--- config.mk ---
export PLATFORM = sky130hd
export DESIGN_NAME = tlv5638_write_sched
export DESIGN_NICKNAME = d
export VERILOG_FILES = /design/src/rtl/tlv5638_pkg.sv /design/src/rtl/tlv5638_write_sched_fifo.sv /design/src/rtl/tlv5638_write_sched.sv
export SDC_FILE = /design/constraint.sdc
export NUM_CORES = 1
export LEC_CHECK = 0
export BUFFER_PORTS_ARGS = -buffer_cell sky130_fd_sc_hd__clkbuf_2
export CAP_MARGIN = 10
export CORE_MARGIN = 4
export CORE_UTILIZATION = 61
export DETAILED_ROUTE_END_ITERATION = 6
export GPL_TIMING_DRIVEN = 0
export PLACE_DENSITY = 0.89
export SYNTH_ARGS = -nofsm -noshare
export SYNTH_HDL_FRONTEND = slang
export SYNTH_HIERARCHICAL = 1
export SYNTH_SLANG_ARGS = --single-unit
--- constraint.sdc ---
create_clock -name clk -period 3.2 [get_ports clk]
set_input_delay 0.16 -clock clk [delete_from_list [all_inputs] [get_ports clk]]
set_output_delay 0.16 -clock clk [all_outputs]
set_load 0.02 [all_outputs]
--- src/rtl/tlv5638_pkg.sv ---
// tlv5638_pkg: shared FSM states, TLV5638 command nibbles and default control word.
package tlv5638_pkg;
  typedef enum logic [2:0] {INIT, IDLE, SETUP, SHIFT, GAP} state_t;
  localparam logic [3:0] CMD_A = 4'b1100;
  localparam logic [3:0] CMD_B = 4'b0100;
  localparam logic [15:0] CTRL_WORD_DEF = 16'hD002;
  function automatic logic [15:0] map_cmd(input logic [15:0] rx);
    return {rx[15] ? CMD_A : CMD_B, rx[11:0]};
  endfunction
endpackage

--- src/rtl/tlv5638_write_sched_fifo.sv ---
// word_fifo: 4-deep 16-bit synchronous FIFO with same-cycle push/pop.
module word_fifo (
  input  logic        clk,
  input  logic        rst,
  input  logic        push_i,
  input  logic        pop_i,
  input  logic [15:0] wdata_i,
  output logic [15:0] rdata_o,
  output logic        full_o,
  output logic        empty_o
);
  logic [15:0] mem_q [4];
  logic [1:0]  wp_q, rp_q;
  logic [2:0]  cnt_q;
  assign rdata_o = mem_q[rp_q];
  assign full_o  = cnt_q == 3'd4;
  assign empty_o = cnt_q == 3'd0;
  always_ff @(posedge clk)
    if (push_i) mem_q[wp_q] <= wdata_i;
  always_ff @(posedge clk) begin
    if (rst) begin
      wp_q  <= '0;
      rp_q  <= '0;
      cnt_q <= '0;
    end else begin
      if (push_i) wp_q <= wp_q + 2'd1;
      if (pop_i) rp_q <= rp_q + 2'd1;
      cnt_q <= cnt_q + {2'b0, push_i} - {2'b0, pop_i};
    end
  end
endmodule

--- src/rtl/tlv5638_write_sched.sv ---
// tlv5638_write_sched: queues receiver words and shifts TLV5638 SPI writes, control write first.
// Optional TLV_DUP_FILTER_EN drops FIFO words equal to the last write to the same channel.
module tlv5638_write_sched
  import tlv5638_pkg::*;
#(
  parameter int          CLK_DIV   = 4,
  parameter int          CS_GAP    = 4,
  parameter logic [15:0] CTRL_WORD = CTRL_WORD_DEF
) (
  input  logic        clk,
  input  logic        rst,
  input  logic [15:0] rx_data,
  input  logic        rx_done,
  input  logic        ctrl_req,
  output logic        dac_cs_n,
  output logic        dac_sclk,
  output logic        dac_din,
  output logic        busy,
  output logic        word_done,
  output logic        ovf
);
  localparam logic [3:0] DIV_LD = 4'(CLK_DIV - 1);
  localparam logic [3:0] GAP_LD = 4'(CS_GAP - 1);
  state_t      state_q;
  logic [15:0] shreg_q, head;
  logic [3:0]  div_q, bit_q;
  logic        cs_q, sclk_q, din_q, busy_q, wd_q, ovf_q, pend_q;
  logic        full, empty, push, pop, dup, unused_bits;
  assign unused_bits = ^rx_data[14:12];
  assign push = rx_done & ~full;
  assign pop  = (state_q == IDLE) & ~pend_q & ~empty;
  word_fifo u_fifo (
    .clk(clk), .rst(rst), .push_i(push), .pop_i(pop), .wdata_i(map_cmd(rx_data)),
    .rdata_o(head), .full_o(full), .empty_o(empty)
  );
`ifdef TLV_DUP_FILTER_EN
  logic [15:0] sha_q, shb_q;
  assign dup = head[15] ? head == sha_q : head == shb_q;
  always_ff @(posedge clk) begin
    if (rst) begin
      sha_q <= '0;
      shb_q <= '0;
    end else if (pop && !dup) begin
      if (head[15]) sha_q <= head;
      else shb_q <= head;
    end
  end
`else
  assign dup = 1'b0;
`endif
  always_ff @(posedge clk) begin
    if (rst) begin
      state_q <= INIT;
      shreg_q <= '0;
      div_q   <= '0;
      bit_q   <= '0;
      cs_q    <= 1'b1;
      sclk_q  <= 1'b1;
      din_q   <= 1'b0;
      busy_q  <= 1'b1;
      wd_q    <= 1'b0;
      ovf_q   <= 1'b0;
      pend_q  <= 1'b0;
    end else begin
      wd_q   <= 1'b0;
      ovf_q  <= ovf_q | (rx_done & full);
      pend_q <= (pend_q & (state_q != IDLE)) | ctrl_req;
      case (state_q)
        INIT: begin
          shreg_q <= CTRL_WORD;
          din_q   <= CTRL_WORD[15];
          cs_q    <= 1'b0;
          div_q   <= DIV_LD;
          state_q <= SETUP;
        end
        IDLE: if (pend_q || (pop && !dup)) begin
          shreg_q <= pend_q ? CTRL_WORD : head;
          din_q   <= pend_q ? CTRL_WORD[15] : head[15];
          cs_q    <= 1'b0;
          div_q   <= DIV_LD;
          busy_q  <= 1'b1;
          state_q <= SETUP;
        end
        SETUP: if (div_q == '0) begin
          sclk_q  <= 1'b0;
          div_q   <= DIV_LD;
          state_q <= SHIFT;
        end else div_q <= div_q - 4'd1;
        SHIFT: if (div_q != '0) div_q <= div_q - 4'd1;
        else if (!sclk_q) begin
          sclk_q <= 1'b1;
          div_q  <= DIV_LD;
          if (bit_q != 4'd15) begin
            shreg_q <= {shreg_q[14:0], 1'b0};
            din_q   <= shreg_q[14];
          end
        end else if (bit_q == 4'd15) begin
          cs_q    <= 1'b1;
          wd_q    <= 1'b1;
          din_q   <= 1'b0;
          bit_q   <= '0;
          div_q   <= GAP_LD;
          state_q <= GAP;
        end else begin
          sclk_q <= 1'b0;
          bit_q  <= bit_q + 4'd1;
          div_q  <= DIV_LD;
        end
        GAP: if (div_q == '0) begin
          busy_q  <= 1'b0;
          state_q <= IDLE;
        end else div_q <= div_q - 4'd1;
        default: state_q <= INIT;
      endcase
    end
  end
  assign dac_cs_n  = cs_q;
  assign dac_sclk  = sclk_q;
  assign dac_din   = din_q;
  assign busy      = busy_q;
  assign word_done = wd_q;
  assign ovf       = ovf_q;
endmodule

[After elaboration in Yosys (flattened, before gate mapping)]
Memory sizes are Yosys's and may differ from the RTL's. A register that Yosys moved wholly into a read port is not among the register bits.
Cells that the tools add are included.
Word-level totals
  output and inout port bits: 6
  word-level logic and storage cells: 114
  memories: 1
  memory bits (writable): 64
  register bits after elaboration: 40
  input port bits: 20
Memory list
  u_fifo.mem_q: depth 4, bits a word 16, read ports 1, clocked after memory_dff 1, write ports 1, line tlv5638_write_sched_fifo.sv:12  | logic [15:0] mem_q [4];
Cells by class
  muxes and demuxes: 43
  $add $sub $neg: 6
  bitwise gates (word level): 13
  equal/unequal tests: 19
  reductions and logical operators: 18
Operators by type and width (number)
  $mux W15: 5
  $pmux W15 S3: 1
  $mux W4: 6
  $pmux W4 S5: 1
  $mux W3: 6
  $mux W1: 17
  $ne A2 B2 Y1 const B: 8
  $pmux W3 S5: 1
  $reduce_and A5 Y1: 3
  $reduce_and A3 Y1: 4
  $eq A3 B2 Y1 const B: 2
  $eq A3 B3 Y1 const B: 2
  $logic_not A3 Y1: 2
  $ne A3 B3 Y1 const B: 2
  $not A1 Y1: 6
  $pmux W1 S3: 2
  $reduce_and A6 Y1: 1
  $and A1 B1 Y1: 5
  $reduce_bool A5 Y1: 1
  $add A2 B1 Y2 const B: 2
  $add A4 B1 Y4 const B: 1
  $eq A4 B4 Y1 const B: 1
  $logic_not A4 Y1: 1
  $mux W2: 2
  14 further kinds: 17

[Longest topological paths before layout]
  depth after elaboration: 6
  gate-level depth with buffers: 10

[By module]
The synthesis kept the hierarchy.
By module, submodules not included
  word_fifo: area an instance 2782.7 µm², cells an instance 126, times used 1
  tlv5638_write_sched: area an instance 1712.9 µm², cells an instance 189, times used 1

[Worst setup path after synthesis]
Ideal clock, no wire load.
  path kind: reg2reg
  from: register state_q[0]
  to: register u_fifo.cnt_q[2]
  arrival: 2420 ps
  cell stages (with the launch flop): 11
  slack: 656 ps
  period minus slack after synthesis: 2544 ps
  cells stage by stage: dfxtp_1 -> buf_2 -> or4b_1 -> nor2_1 -> ha_1 -> inv_1 -> ha_1 -> inv_1 -> fa_1 -> xnor3_1 -> nor2_1
Between the ends
  word-level cells in the longest chain between the ends: 4
Ends and longest elaborated chain
  start, declared: line tlv5638_write_sched.sv:24  | state_t state_q;
  start signal, assigned: line tlv5638_write_sched.sv:53  | state_q <= INIT;
  start signal, assigned: line tlv5638_write_sched.sv:74  | state_q <= SETUP;
  start signal, assigned: line tlv5638_write_sched.sv:82  | state_q <= SETUP;
  $eq A3 B1 Y1: line tlv5638_write_sched.sv:31  | assign pop = (state_q == IDLE) & ~pend_q & ~empty;
  $and A1 B1 Y1 (2 in series): line tlv5638_write_sched.sv:31
  via pop: line tlv5638_write_sched.sv:28  | logic full, empty, push, pop, dup, unused_bits;
  $sub A3 B1 Y3: line tlv5638_write_sched_fifo.sv:28  | cnt_q <= cnt_q + {2'b0, push_i} - {2'b0, pop_i};
  end signal, assigned: line tlv5638_write_sched_fifo.sv:28
  end, declared: line tlv5638_write_sched_fifo.sv:14  | logic [2:0] cnt_q;
The timed path passes the listed nets, and every way through them passes these cells.
A chain may end at the register's enable or synchronous reset.

[Final worst setup path]
Ends and elaborated chain as after synthesis.

==> flow_summary.json <==
{
  "viasPerCell": 5.98,
  "core_um2": 7210,
  "first_pass_grt_wire_length_mm": 14.1,
  "peakVddDrop_v": 0.000334,
  "critical_path_arrival_ps": 3120,
  "post_drt_wl_per_cell_um": 18.3,
  "final_core_util_pct": 71.0,
  "cts_root_buf": "clkbuf_8",
  "synthesized_cell_area_um2": 4500,
  "setup_violations": 0,
  "timing.final.ws_setup_ps": 336,
  "setup.worst_path.class": "reg -> reg",
  "drt_first_pass_iters": 5,
  "worstHoldPathType": "in -> reg",
  "initial_antenna_violation_count": 0,
  "setup.worst_path.end_class": "flip-flop",
  "drt.antenna.violating_nets": 0,
  "setup.reg_to_reg.worst_slack_ps": 340,
  "vias_in_the_first_global_route": 2827,
  "post-synth-top-count-cell": "edfxtp_1",
  "power.leakage_nw": 1.83,
  "synth-edff-count": 64,
  "synth.top_cells.by_count": "edfxtp_1 (64), dfxtp_1 (42), nor2_1 (16)",
  "num_io_pins": 26,
  "fin_setup_tns_ps": 0,
  "floorplan.die.width_um": 93.8,
  "clk-insertion-delay-late_ps": 370,
  "postSynthAreaPerCell_um2": 14.3,
  "fillerInstances": 471,
  "worst_clock_skew_ps": 11.8,
  "synth-async-reset-ratio_pct": 0,
  "hpwlAfterDp_mm": 5.59,
  "synth-seq-area-share_pct": 61.5,
  "tritoncts": "yes",
  "worstMarginPinSlew_ps": 899,
  "layout.nets": 400,
  "netlist-cell-type-count": 61,
  "drt_iter0_drc": 361,
  "clock_tree.buffer_depth": 2,
  "timing.final.crit_share_pct": 89.5,
  "grt_remaining_overflow": 0,
  "preCtsSetupSlack_ps": 384,
  "start_util_pct": 62.3,
  "power.total_mw": 2.95,
  "drive_above_1_share_pct": 17.9,
  "pwr_density_cell_nw_per_um2": 576,
  "route.final.wire_length_mm": 8.69,
  "via_count": 2836,
  "outcome": "complete, no violations",
  "drcViolationCount": 0,
  "syn_to_final_growth_pct": 13.9,
  "maxClockFrequency_mhz": 349,
  "critPathRequiredTime_ps": 3460,
  "synthDominantCellAreaShare_pct": 42.7,
  "numCtsBuffers": 9,
  "synth_ff_type": "edfxtp_1",
  "clock_sinks": 106,
  "insertedDiodeCount": 0,
  "floorplan.rows": 31,
  "grt_util_all_layers_pct": 21.1,
  "drv.max_cap_violation_count": 0,
  "h-tree-depth": 3,
  "unrepaired_setup_endpoints_after_global_routing": "no",
  "synth_largest_area_cell": "edfxtp_1",
  "synth-warning-count": 6,
  "worstSetupStartpointType": "flip-flop",
  "final_period_minus_worst_setup_slack_ps": 2860,
  "critical_path.max_fanout": 10,
  "timing.final.hold_violations": 0,
  "die_area_um2": 8810,
  "multi_input_comb_area_um2": 1610,
  "synth_area_leaders": "edfxtp_1 (43%), dfxtp_1 (19%), mux4_2 (5.0%)",
  "grt_start_max_net_pins": 22,
  "cts_setup_buffers": 0,
  "worst_path_clk_slew_ps": 110,
  "timing.slew.headroom_pct": 40.1,
  "netlist_instances": 315,
  "dieHeight_um": 93.8,
  "ys_seq_elements": 106,
  "portBuffers": 21,
  "slew_viol_final": 0,
  "routabilityCongestion": 0.852,
  "seq_area_um2": 2760
}
==> state kept, by name, summed over array words and instances, names as in the netlist, named ones only <==
name / flops
u_fifo/rp_q: 2
pend_q: 1
dac_sclk: 1
div_q: 4
bit_q: 4
u_fifo/mem_q: 64
ovf: 1
state_q: 3
word_done: 1
busy: 1
dac_din: 1
shreg_q: 15
u_fifo/wp_q: 2
u_fifo/cnt_q: 3
dac_cs_n: 1
==> path summary, 6_finish.rpt <==
kind | from | end | cells past startpoint
max | state_q[0] | u_fifo/cnt_q[2] | 10
min reg2reg | dac_cs_n | dac_cs_n | 1
min | ctrl_req | pend_q | 3
max reg2reg | state_q[0] | u_fifo/cnt_q[2] | 10
==> power breakdown <==
part / switching (mW) / internal (mW) / total (mW)
clock: 0.508 / 0.388 / 0.896
sequential: 0.0552 / 1.58 / 1.64
combinational: 0.238 / 0.178 / 0.416
total: 0.802 / 2.15 / 2.95
==> logic make-up after synthesis <==
logic type               Yosys count  synth area share (%)
AO/OA/AOI/OAI                     58                  9.82
XOR/XNOR                           8                  1.86
adder cells (fa/ha/maj)           10                  2.95
buffers and inverters             31                  3.51
flip-flops                       106                  61.5
multiplexers                      19                  9.18
other                              2                 0.167
AND/OR/NAND/NOR                   81                  11.0
==> repair_timing <==
item,4_1_cts,5_1_grt
gates resized for setup,0,0
hold endpoints to repair,45,2
hold buffers,12,1
==> routing by layer <==
layer / wire [µm] / global-route usage, % / part of all wire (%)
met5: 0 / 0 / 0
met4: 205 / 8.30 / 2.4
met3: 392 / 4.41 / 4.5
met2: 4600 / 37.1 / 53
met1: 3490 / 25.4 / 40
==> critical path, cell delays in order, from the launching register on <==
cell and delay (ps):
dfxtp_1 480, buf_2 250, or4b_1 560, nor2_1 280, ha_1 280, inv_1 60
ha_1 140, inv_1 60, fa_1 390, xnor3_1 210, nor2_1 40
==> cell type report <==
cell class | count | area share (%)
sequential | 106 | 53.9
multi-input combinational | 188 | 31.5
timing repair buffer | 34 | 4.59
clock buffer | 9 | 2.42
tap | 99 | 2.42
buffer | 21 | 2.35
clock inverter | 7 | 2.05
inverter | 10 | 0.733
==> placed cells by master (no fill, tap or decap), types with 4 or more instances in the layout <==
cell,instances
a21oi_1,7
a22oi_1,11
a31o_1,12
and2_1,4
buf_2,8
clkbuf_1,8
clkbuf_2,21
clkbuf_8,9
conb_1,12
dfxtp_1,42
dlygate4sd3_1,13
edfxtp_1,64
ha_1,9
inv_1,10
mux4_1,6
mux4_2,10
nand2_1,8
nand3_1,6
nor2_1,16
nor3_1,4
nor4_1,14
o21ai_0,5
o22ai_1,4
xor2_1,4
==> metrics by stage <==
stage               std cells  hold slack, ps  area (µm²)
global placement          445             374        4760
CTS                       473           0.260        5110
floorplan                 325             259        4530
detailed placement        445             383        4760
global route              474            16.9        5120
finish                    474            21.6        5120
Power figures use the tool's default switching activity.
